$ cat src/rtl/serial_adder_ctrl.sv
// Bit-serial add/subtract sequencer: one 1-bit full adder, LSB-first over W clocks,
// with a carry flip-flop and a shift register that assembles the sum.
module serial_adder_ctrl #(
    parameter int unsigned W = 8
) (
    input  logic         clk,
    input  logic         rst,
    input  logic         start,
    input  logic         sub,
    input  logic [W-1:0] a,
    input  logic [W-1:0] b,
    output logic         busy,
    output logic         done,
    output logic [W-1:0] sum,
    output logic         cout,
    output logic         ovf
);

    localparam int unsigned CW = (W > 2) ? $clog2(W) : 1;

    typedef enum logic [1:0] {StIdle, StRun, StDone} state_e;

    state_e         state_q, state_d;
    logic [W-1:0]   ra_q, rb_q, sum_q;
    logic [CW-1:0]  cnt_q;
    logic           carry_q, cout_q, ovf_q;
    logic           accept, last;
    logic           fa_s, fa_co;

    // The shared 1-bit full adder sees only the current LSBs and the carry flop.
    assign fa_s  = ra_q[0] ^ rb_q[0] ^ carry_q;
    assign fa_co = (ra_q[0] & rb_q[0]) | (carry_q & (ra_q[0] ^ rb_q[0]));

    assign last = (state_q == StRun) && (cnt_q == CW'(W - 1));

    always_comb begin
        state_d = state_q;
        accept  = 1'b0;
        unique case (state_q)
            StIdle: begin
                if (start) begin
                    accept  = 1'b1;
                    state_d = StRun;
                end
            end
            StRun: begin
                if (last) state_d = StDone;
            end
            StDone: begin
                accept  = start;
                state_d = start ? StRun : StIdle;
            end
            default: state_d = StIdle;
        endcase
    end

    always_ff @(posedge clk or posedge rst) begin
        if (rst) begin
            state_q <= StIdle;
        end else begin
            state_q <= state_d;
        end
    end

    always_ff @(posedge clk or posedge rst) begin
        if (rst) begin
            ra_q    <= '0;
            rb_q    <= '0;
            sum_q   <= '0;
            cnt_q   <= '0;
            carry_q <= 1'b0;
            cout_q  <= 1'b0;
            ovf_q   <= 1'b0;
        end else if (accept) begin
            // Subtraction is a + ~b + 1: invert B here and seed the carry with sub.
            ra_q    <= a;
            rb_q    <= b ^ {W{sub}};
            carry_q <= sub;
            cnt_q   <= '0;
        end else if (state_q == StRun) begin
            sum_q   <= {fa_s, sum_q[W-1:1]};
            carry_q <= fa_co;
            ra_q    <= {1'b0, ra_q[W-1:1]};
            rb_q    <= {1'b0, rb_q[W-1:1]};
            cnt_q   <= cnt_q + CW'(1);
            if (last) begin
                ovf_q  <= carry_q ^ fa_co;
                cout_q <= fa_co;
            end
        end
    end

    assign busy = (state_q == StRun);
    assign done = (state_q == StDone);
    assign sum  = sum_q;
    assign cout = cout_q;
    assign ovf  = ovf_q;

endmodule

$ cat config.mk
export PLATFORM = sky130hd
export DESIGN_NAME = serial_adder_ctrl
export DESIGN_NICKNAME = d
export VERILOG_FILES = /design/src/rtl/serial_adder_ctrl.sv
export SDC_FILE = /design/constraint.sdc
export NUM_CORES = 1
export LEC_CHECK = 0
export BUFFER_PORTS_ARGS = -buffer_cell sky130_fd_sc_hd__buf_2
export CORE_MARGIN = 4
export CORE_UTILIZATION = 47
export CTS_CLUSTER_DIAMETER = 200
export DETAILED_ROUTE_END_ITERATION = 12
export MAX_ROUTING_LAYER = met4
export PLACE_DENSITY = 0.7
export RECOVER_POWER = 50
export SLEW_MARGIN = 40
export SYNTH_ARGS = -nofsm -noshare
export SYNTH_HDL_FRONTEND = slang
export SYNTH_SLANG_ARGS = --single-unit
$ cat constraint.sdc
create_clock -name clk -period 1.55 [get_ports clk]
set_clock_uncertainty 0.15 [all_clocks]
set_input_delay 0.0775 -clock clk [delete_from_list [all_inputs] [get_ports clk]]
set_output_delay 0.0775 -clock clk [all_outputs]
set_load 0.01 [all_outputs]
Yosys cells after proc, flatten, opt, wreduce, memory -nomap -nowiden
Cells that the tools add are included.
{"block": "word_totals", "word_cells": 42, "input_bits": 20, "regBits": 32, "out_inout_bits": 12}
{"block": "op_classes", "bitwise_logic": 8, "n_reduce_logical": 6, "muxes": 14, "n_addsub": 1, "n_eq_ne": 5}
{"operator": "$mux W8", "count": 4}
{"operator": "$xor A8 B8 Y8", "count": 1}
{"operator": "$mux W3", "count": 2}
{"operator": "$pmux W2 S3", "count": 1}
{"operator": "$mux W1", "count": 4}
{"operator": "$mux W2", "count": 2}
{"operator": "$reduce_and A2 Y1", "count": 2}
{"operator": "$add A3 B1 Y3 const B", "count": 1}
{"operator": "$eq A3 B3 Y1 const B", "count": 1}
{"operator": "$reduce_and A3 Y1", "count": 1}
{"operator": "$xor A1 B1 Y1", "count": 3}
{"operator": "$and A1 B1 Y1", "count": 2}
{"operator": "$eq A2 B1 Y1 const B", "count": 1}
{"operator": "$eq A2 B2 Y1 const B", "count": 1}
{"operator": "$logic_not A2 Y1", "count": 1}
{"operator": "$ne A2 B1 Y1 const B", "count": 1}
{"operator": "$ne A2 B2 Y1 const B", "count": 1}
{"operator": "$pmux W1 S2", "count": 1}
{"operator": "$reduce_bool A2 Y1", "count": 1}
{"operator": "$logic_and A1 B1 Y1", "count": 1}
{"operator": "$not A1 Y1", "count": 1}
{"operator": "$or A1 B1 Y1", "count": 1}

Longest topological paths before layout
Gate-level depths: netlist of the first run.
{"block": "logic_depth", "ltp_word": 5, "ltp_mapped": 6, "ltp_nobuf": 4}

Worst setup path before layout of the first run
OpenSTA, ideal clock, no wires.
{"block": "synth_path", "kind": "reg2reg", "start": "register cnt_q[0]", "end": "register cout_q, in the netlist cout", "setup_slack_ns": 0.074, "t_arrival_ns": 1.198, "path_buffers": 0, "stages_incl_launch_ff": 5, "required_ns": 1.272, "period_less_slack_ns": 1.476, "setup_ns": 0.128, "cell_sequence": "dfrtp_1 -> ha_1 -> ha_1 -> and2_1 -> mux2_1"}
{"block": "synth_between", "elab_chain_cells": 3}
{"element": "start, declared", "line_no": "25", "text": "logic [CW-1:0] cnt_q;"}
{"element": "start signal, assigned", "line_no": "85", "text": "cnt_q <= cnt_q + CW'(1);"}
{"element": "$eq A3 B3 Y1", "line_no": "34", "text": "assign last = (state_q == StRun) && (cnt_q == CW'(W - 1));"}
{"element": "$logic_and A1 B1 Y1", "line_no": "34"}
{"element": "$reduce_and A3 Y1 (no line)"}
{"element": "end signal, assigned", "line_no": "88", "text": "cout_q <= fa_co;"}
{"element": "end, declared", "line_no": "26", "text": "logic carry_q, cout_q, ovf_q;"}
Every way passes these cells.
A chain may end at the register's enable or synchronous reset.

Worst setup path in the final report of the first run
{"block": "layout_path", "start": "register state_q[0]", "end": "register ra_q[4]"}
{"block": "layout_between", "elab_chain_cells": 3, "word_cells_on_any_way": 6, "cone_classes": "eq/ne: 2; mux: 2; reduce/logical: 2"}
{"element": "start, declared", "line_no": "23", "text": "state_e state_q, state_d;"}
{"element": "start signal, assigned", "line_no": "59", "text": "state_q <= StIdle;"}
{"element": "start signal, assigned", "line_no": "61", "text": "state_q <= state_d;"}
{"element": "$eq A2 B2 Y1 or $logic_not A2 Y1 (tied branches)", "line_no": "39", "text": "unique case (state_q)"}
{"element": "$pmux W1 S2", "line_no": "39"}
{"element": "$mux W8 or $reduce_bool A2 Y1 (tied branches)"}
{"element": "end signal, assigned", "line_no": "83", "text": "ra_q <= {1'b0, ra_q[W-1:1]};"}
{"element": "end, declared", "line_no": "24", "text": "logic [W-1:0] ra_q, rb_q, sum_q;"}
Several ways; a longest one is shown, not always the timed one.

==> results.json, run 1 <==
{
  "outcome": "complete, but fails checks",
  "failed_checks": "hold timing",
  "synth_fp_nets": 163,
  "dieArea_sq_mm": 0.00406,
  "dieWidth_um": 63.7,
  "grt_use_met3": 0.0355,
  "fmaxAchievable_mhz": 660,
  "clkTransAtPathRegs_ns": 0.10,
  "slowest_delay_ns": 0.44,
  "relSlewSlack": 0.480,
  "final_cell_mix": "nand2_1, dfrtp_1, buf_2",
  "peakVddDrop_v": 0.000966,
  "via_per_inst": 5.23,
  "yosysWarnings": 0,
  "finalCriticalPeriod_ns": 1.51,
  "gr-total-overflow": 0,
  "drt-initial-drc-count": 30,
  "clkLatencyLatePin_ns": 0.33,
  "grt_pass1_vias": 1245,
  "gp_congestion": 0.749,
  "drv_cap": 0,
  "antenna_found_initial": 0,
  "cts_tree": "done",
  "drc_errors": 0,
  "hold_violations": 1,
  "diodes": 0,
  "io_buffers": 31,
  "synth.distinct_cells": 29,
  "synth-seq-cells": 32,
  "syn_area_sq_mm": 0.00146,
  "syn_area_per_cell_sq_um": 10.4,
  "boundaryPins": 32,
  "cts_buffers": 5,
  "clk_root_buffer_cell": "clkbuf_4",
  "die_h_um": 63.7,
  "ant_nets": 0,
  "grt_use_met1": 0.213,
  "final_nets": 224,
  "area_delta_synth_final_pct": 34.5,
  "hp-class": "input port to flip-flop",
  "num_vias": 1219,
  "critical_path_class": "flip-flop to flip-flop",
  "cts.sink_count": 32,
  "drv_slew": 0,
  "p_leak_nw": 0.955,
  "final_common_cell": "nand2_1",
  "worstPathMaxFanout": 17,
  "ys_seq_area_frac": 0.549,
  "hold_ws_ns": -0.00611,
  "cts-htree-levels": 2,
  "critPathRequiredTime_ns": 1.61,
  "grtUsageMet2": 0.321,
  "end_kind": "flip-flop",
  "drive_gt1_frac": 0.282,
  "fp-row-count": 19,
  "finalSetupViolCount": 0,
  "cts_buffer_depth": 2,
  "grt_pass1_wl_um": 5660,
  "busiest_layer": "met2",
  "hpwl_um": 2130,
  "rsz0062_at_grt": "true",
  "wl_um": 3250,
  "worst_pin_slew_ns": 0.780,
  "tns_ns": 0,
  "wire_per_inst_um": 14.0,
  "critPathArrivalTime_ns": 1.58,
  "start_kind": "flip-flop",
  "crit_path_top_delay_cell": "or2b_2",
  "dr.pass1.iters": 4,
  "core-area_sq_mm": 0.00285,
  "syn_inst": 140,
  "finalCritPeriodShare": 0.977,
  "path_cells": "or2b_2 -> buf_4 -> o22ai_1 -> nor2_1",
  "initial_core_util": 0.511,
  "power_per_cell_area_mw_per_mm2": 1950,
  "track_usage": 0.185,
  "grt_max_degree": 33
}
## critical path, delay by kind of cell (launching register included)
kind	cells	cell delay, ns
buf+inv	1	0.20
compound gates	1	0.12
flops	1	0.41
simple gates	2	0.51
## kinds of logic after synthesis
logic type      Yosys count  synth area share
fa+ha+maj                 3            0.0309
flops                    32             0.549
buf+inv                  11            0.0506
xor+xnor                  9            0.0540
simple gates             61             0.184
mux                       1           0.00772
compound gates           23             0.124
## worst paths after layout
check / from / cells after the start / slack (ns) / to
worst max-delay path: state_q[0] / 4 / 0.04 / ra_q[4]
worst min-delay path: b[4] / 4 / -0.006 / rb_q[4]
worst max register to register: state_q[0] / 4 / 0.04 / ra_q[4]
worst min register to register: sum[6] / 2 / 0.35 / sum[5]
max in group asynchronous: rst / 4 / 0.39 / rb_q[3]
min in group asynchronous: rst / 4 / 0.36 / sum[5]
## cells in the mapped netlist (all sizes together)
cell type  count  share of area
a21oi          3          0.010
a221o          5          0.034
a22o           3          0.018
a22oi          4          0.021
a31oi          3          0.021
and2           1         0.0043
buf            8          0.041
clkbuf         1         0.0026
dfrtp         32           0.55
fa             1          0.014
ha             2          0.017
inv            2         0.0069
mux2           1         0.0077
nand2         36          0.093
nand2b         1         0.0094
nand3          5          0.017
nor2          12          0.036
nor2b          2         0.0086
nor3           3          0.010
o21ai          2         0.0069
o22ai          3          0.013
or2b           1         0.0051
xnor2          6          0.036
xor2           3          0.018
## registers in the layout, summed over array words and instances (netlist names)
name / count
ra_q: 8
rb_q: 8
sum: 8
cnt_q: 3
state_q: 2
carry_q: 1
cout: 1
ovf: 1
## layout make-up
cell class                 count  area, sq um
fill                         222          891
sequential                    32          801
multi-input combinational     97          591
timing repair buffer          63          453
clock buffer                   8         58.8
tap                           31         38.8
inverter                       2         20.0
## stage by stage
step | cell area [sq um] | utilization | power [W] | cells | setup WS [ns]
2_1_floorplan | 1460 | - | 0.00259 | 140 | 0.0744
3_3_place_gp | 1660 | 0.581 | 0.00296 | 202 | 0.0528
3_5_place_dp | 1660 | 0.581 | 0.00304 | 202 | 0.00628
4_1_cts | 1890 | 0.663 | 0.00364 | 227 | 0.00508
5_1_grt | 1960 | 0.688 | 0.00415 | 233 | -0.0175
6_report | 1960 | 0.688 | 0.00382 | 233 | 0.0354
## repair_timing
action	CTS	global route
setup buffers	1	8
pin swaps	0	1
endpoints found under the setup margin	2	12
resized for setup	3	11
hold buffers	16	0
endpoints found under the hold margin	47	0
## power breakdown
| part | leakage, nW | internal (W) | switching, W |
|---|---|---|---|
| sequential | 0.398 | 0.00122 | 0.000242 |
| clock | 0.0326 | 0.000224 | 0.000274 |
| combinational | 0.525 | 0.000909 | 0.000946 |
| total | 0.955 | 0.00235 | 0.00146 |
## routing by layer
metal	wire length [um]	up-vias
li1	-	594
met1	1370	590
met2	1710	30
met3	134	5
met4	35	0
met5	0	-
Power figures use the tool's default switching activity.
==> inputs of run 2 (changes only) <==
--- a/config.mk
+++ b/config.mk
@@ -9,3 +9,3 @@
 export CORE_MARGIN = 4
-export CORE_UTILIZATION = 47
+export CORE_UTILIZATION = 52
 export CTS_CLUSTER_DIAMETER = 200
@@ -13,3 +13,3 @@
 export MAX_ROUTING_LAYER = met4
-export PLACE_DENSITY = 0.7
+export PLACE_DENSITY = 0.74
 export RECOVER_POWER = 50
==> constraint.sdc (replaced) <==
create_clock -name clk -period 1.6 [get_ports clk]
set_clock_uncertainty 0.15 [all_clocks]
set_input_delay 0.16 -clock clk [delete_from_list [all_inputs] [get_ports clk]]
set_output_delay 0.16 -clock clk [all_outputs]
set_load 0.01 [all_outputs]
==> results.json, run 2 (same netlist as run 1, synthesis figures left out) <==
{
  "critPathArrivalTime_ns": 1.62,
  "cts_tree": "done",
  "tns_ns": 0,
  "drc_errors": 0,
  "dp.cells": 199,
  "initial_core_util": 0.568,
  "final_cell_mix": "nand2_1, dfrtp_1, buf_2",
  "area_delta_synth_final_pct": 27.0,
  "finalInstanceArea_sq_mm": 0.00185,
  "dr_wl_met2_um": 1360,
  "finalSetupViolCount": 0,
  "via_per_inst": 5.20,
  "cts_buffers": 5,
  "peakVddDrop_v": 0.00129,
  "io_buffers": 31,
  "critical_path_class": "flip-flop to flip-flop",
  "topRoutingLayerUsed": "met4",
  "grt_pass1_wl_um": 4920,
  "register_area_sq_um": 801,
  "crit_family": "adder cells",
  "num_vias": 1145,
  "hold_violations": 0,
  "grt_max_degree": 33,
  "grt_pass1_vias": 1102,
  "clkLatencyLatePin_ns": 0.34,
  "drv_slew": 0,
  "dieWidth_um": 61.0,
  "die_h_um": 61.0,
  "crit_buf_inv": 0,
  "fin_cells": 220,
  "fillers": 203,
  "dpl-instance-area_sq_mm": 0.00164,
  "path_common_cell": "ha_1",
  "track_usage": 0.191,
  "critPathRequiredTime_ns": 1.67,
  "finalCritPeriodShare": 0.972,
  "fp-row-count": 18,
  "dieArea_sq_mm": 0.00372,
  "cts.sink_count": 32,
  "boundaryPins": 32,
  "final_nets": 212,
  "route.met3.wl_um": 204,
  "fmaxAchievable_mhz": 643,
  "worst_pin_slew_ns": 0.761,
  "hpwl_um": 2010,
  "start_kind": "flip-flop",
  "wire_per_inst_um": 13.5,
  "multiInputGateArea_sq_um": 587,
  "gp_congestion": 0.778,
  "ant_nets": 0,
  "met1_length_um": 1340,
  "fin_util": 0.722,
  "antenna_found_initial": 0,
  "drv_cap": 0,
  "hold_ws_ns": 0.00450,
  "cts-htree-levels": 2,
  "drive_gt1_frac": 0.247,
  "finalCriticalPeriod_ns": 1.56,
  "clkTransAtPathRegs_ns": 0.10,
  "hp-class": "input port to flip-flop",
  "rsz0062_at_grt": "false",
  "core-area_sq_mm": 0.00257,
  "relSlewSlack": 0.493,
  "clk_root_buffer_cell": "clkbuf_4",
  "final_common_cell": "nand2_1",
  "end_kind": "flip-flop",
  "cts_buffer_depth": 2,
  "drt-initial-drc-count": 87,
  "wl_um": 2970,
  "power_per_cell_area_mw_per_mm2": 1940,
  "diodes": 0,
  "crit_path_top_delay_cell": "dfrtp_1",
  "path_cells": "ha_1 -> ha_1 -> and2_4 -> mux2_1",
  "worstPathMaxFanout": 3,
  "outcome": "finished, final reports clean",
  "gr-total-overflow": 0,
  "dr.pass1.iters": 4,
  "slowest_delay_ns": 0.41,
  "p_leak_nw": 0.902
}
-- run 2: path summary, 6_finish.rpt --
kind / cells after the start / endpoint / from / slack, ns
max reg2reg: 4 / cout / cnt_q[0] / 0.04
min reg2reg: 2 / sum[0] / sum[0] / 0.33
max: 4 / cout / cnt_q[0] / 0.04
max in group asynchronous: 4 / cnt_q[1] / rst / 0.39
min: 3 / rb_q[7] / b[7] / 0.004
min in group asynchronous: 4 / sum[1] / rst / 0.42
-- run 2: final cells by class --
| type | count | area share |
|---|---|---|
| inverters | 2 | 0.00810 |
| repair buffers | 51 | 0.182 |
| multi-input cells | 97 | 0.317 |
| clock buffers | 6 | 0.0223 |
| clock inverters | 2 | 0.0189 |
| flip-flops and latches | 32 | 0.432 |
| well taps | 30 | 0.0203 |
-- run 2: worst reg2reg max path: cells and delay by family, from the launching register on --
family | cells | cell delay (ns)
DFF | 1 | 0.41
and+or+nand+nor | 1 | 0.15
muxes | 1 | 0.30
adders and majority gates | 2 | 0.42
-- run 2: routing by layer --
metal	vias up	GRT usage
li1	566	-
met1	530	0.226
met2	39	0.298
met3	10	0.0553
met4	0	0.0929
met5	-	-
-- run 2: what timing repair did --
item	in CTS	in global routing
hold endpoints to repair	42	0
setup buffers	2	0
gates resized for setup	4	2
setup endpoints to repair	1	2
hold buffers	11	0
gates cloned	0	0
-- run 2: per-stage QoR --
step	setup WS, ns	total power [W]
2_1_floorplan	0.124	0.00251
3_3_place_gp	0.109	0.00283
3_5_place_dp	0.0674	0.00290
4_1_cts	0.0335	0.00361
5_1_grt	0.0177	0.00390
6_report	0.0446	0.00359
-- run 2: power breakdown --
part           internal (W)  switching (W)  leakage (nW)
Clock              0.000327       0.000268        0.0422
Combinational      0.000729       0.000839         0.462
Sequential          0.00118       0.000243         0.398
Total               0.00224        0.00135         0.902
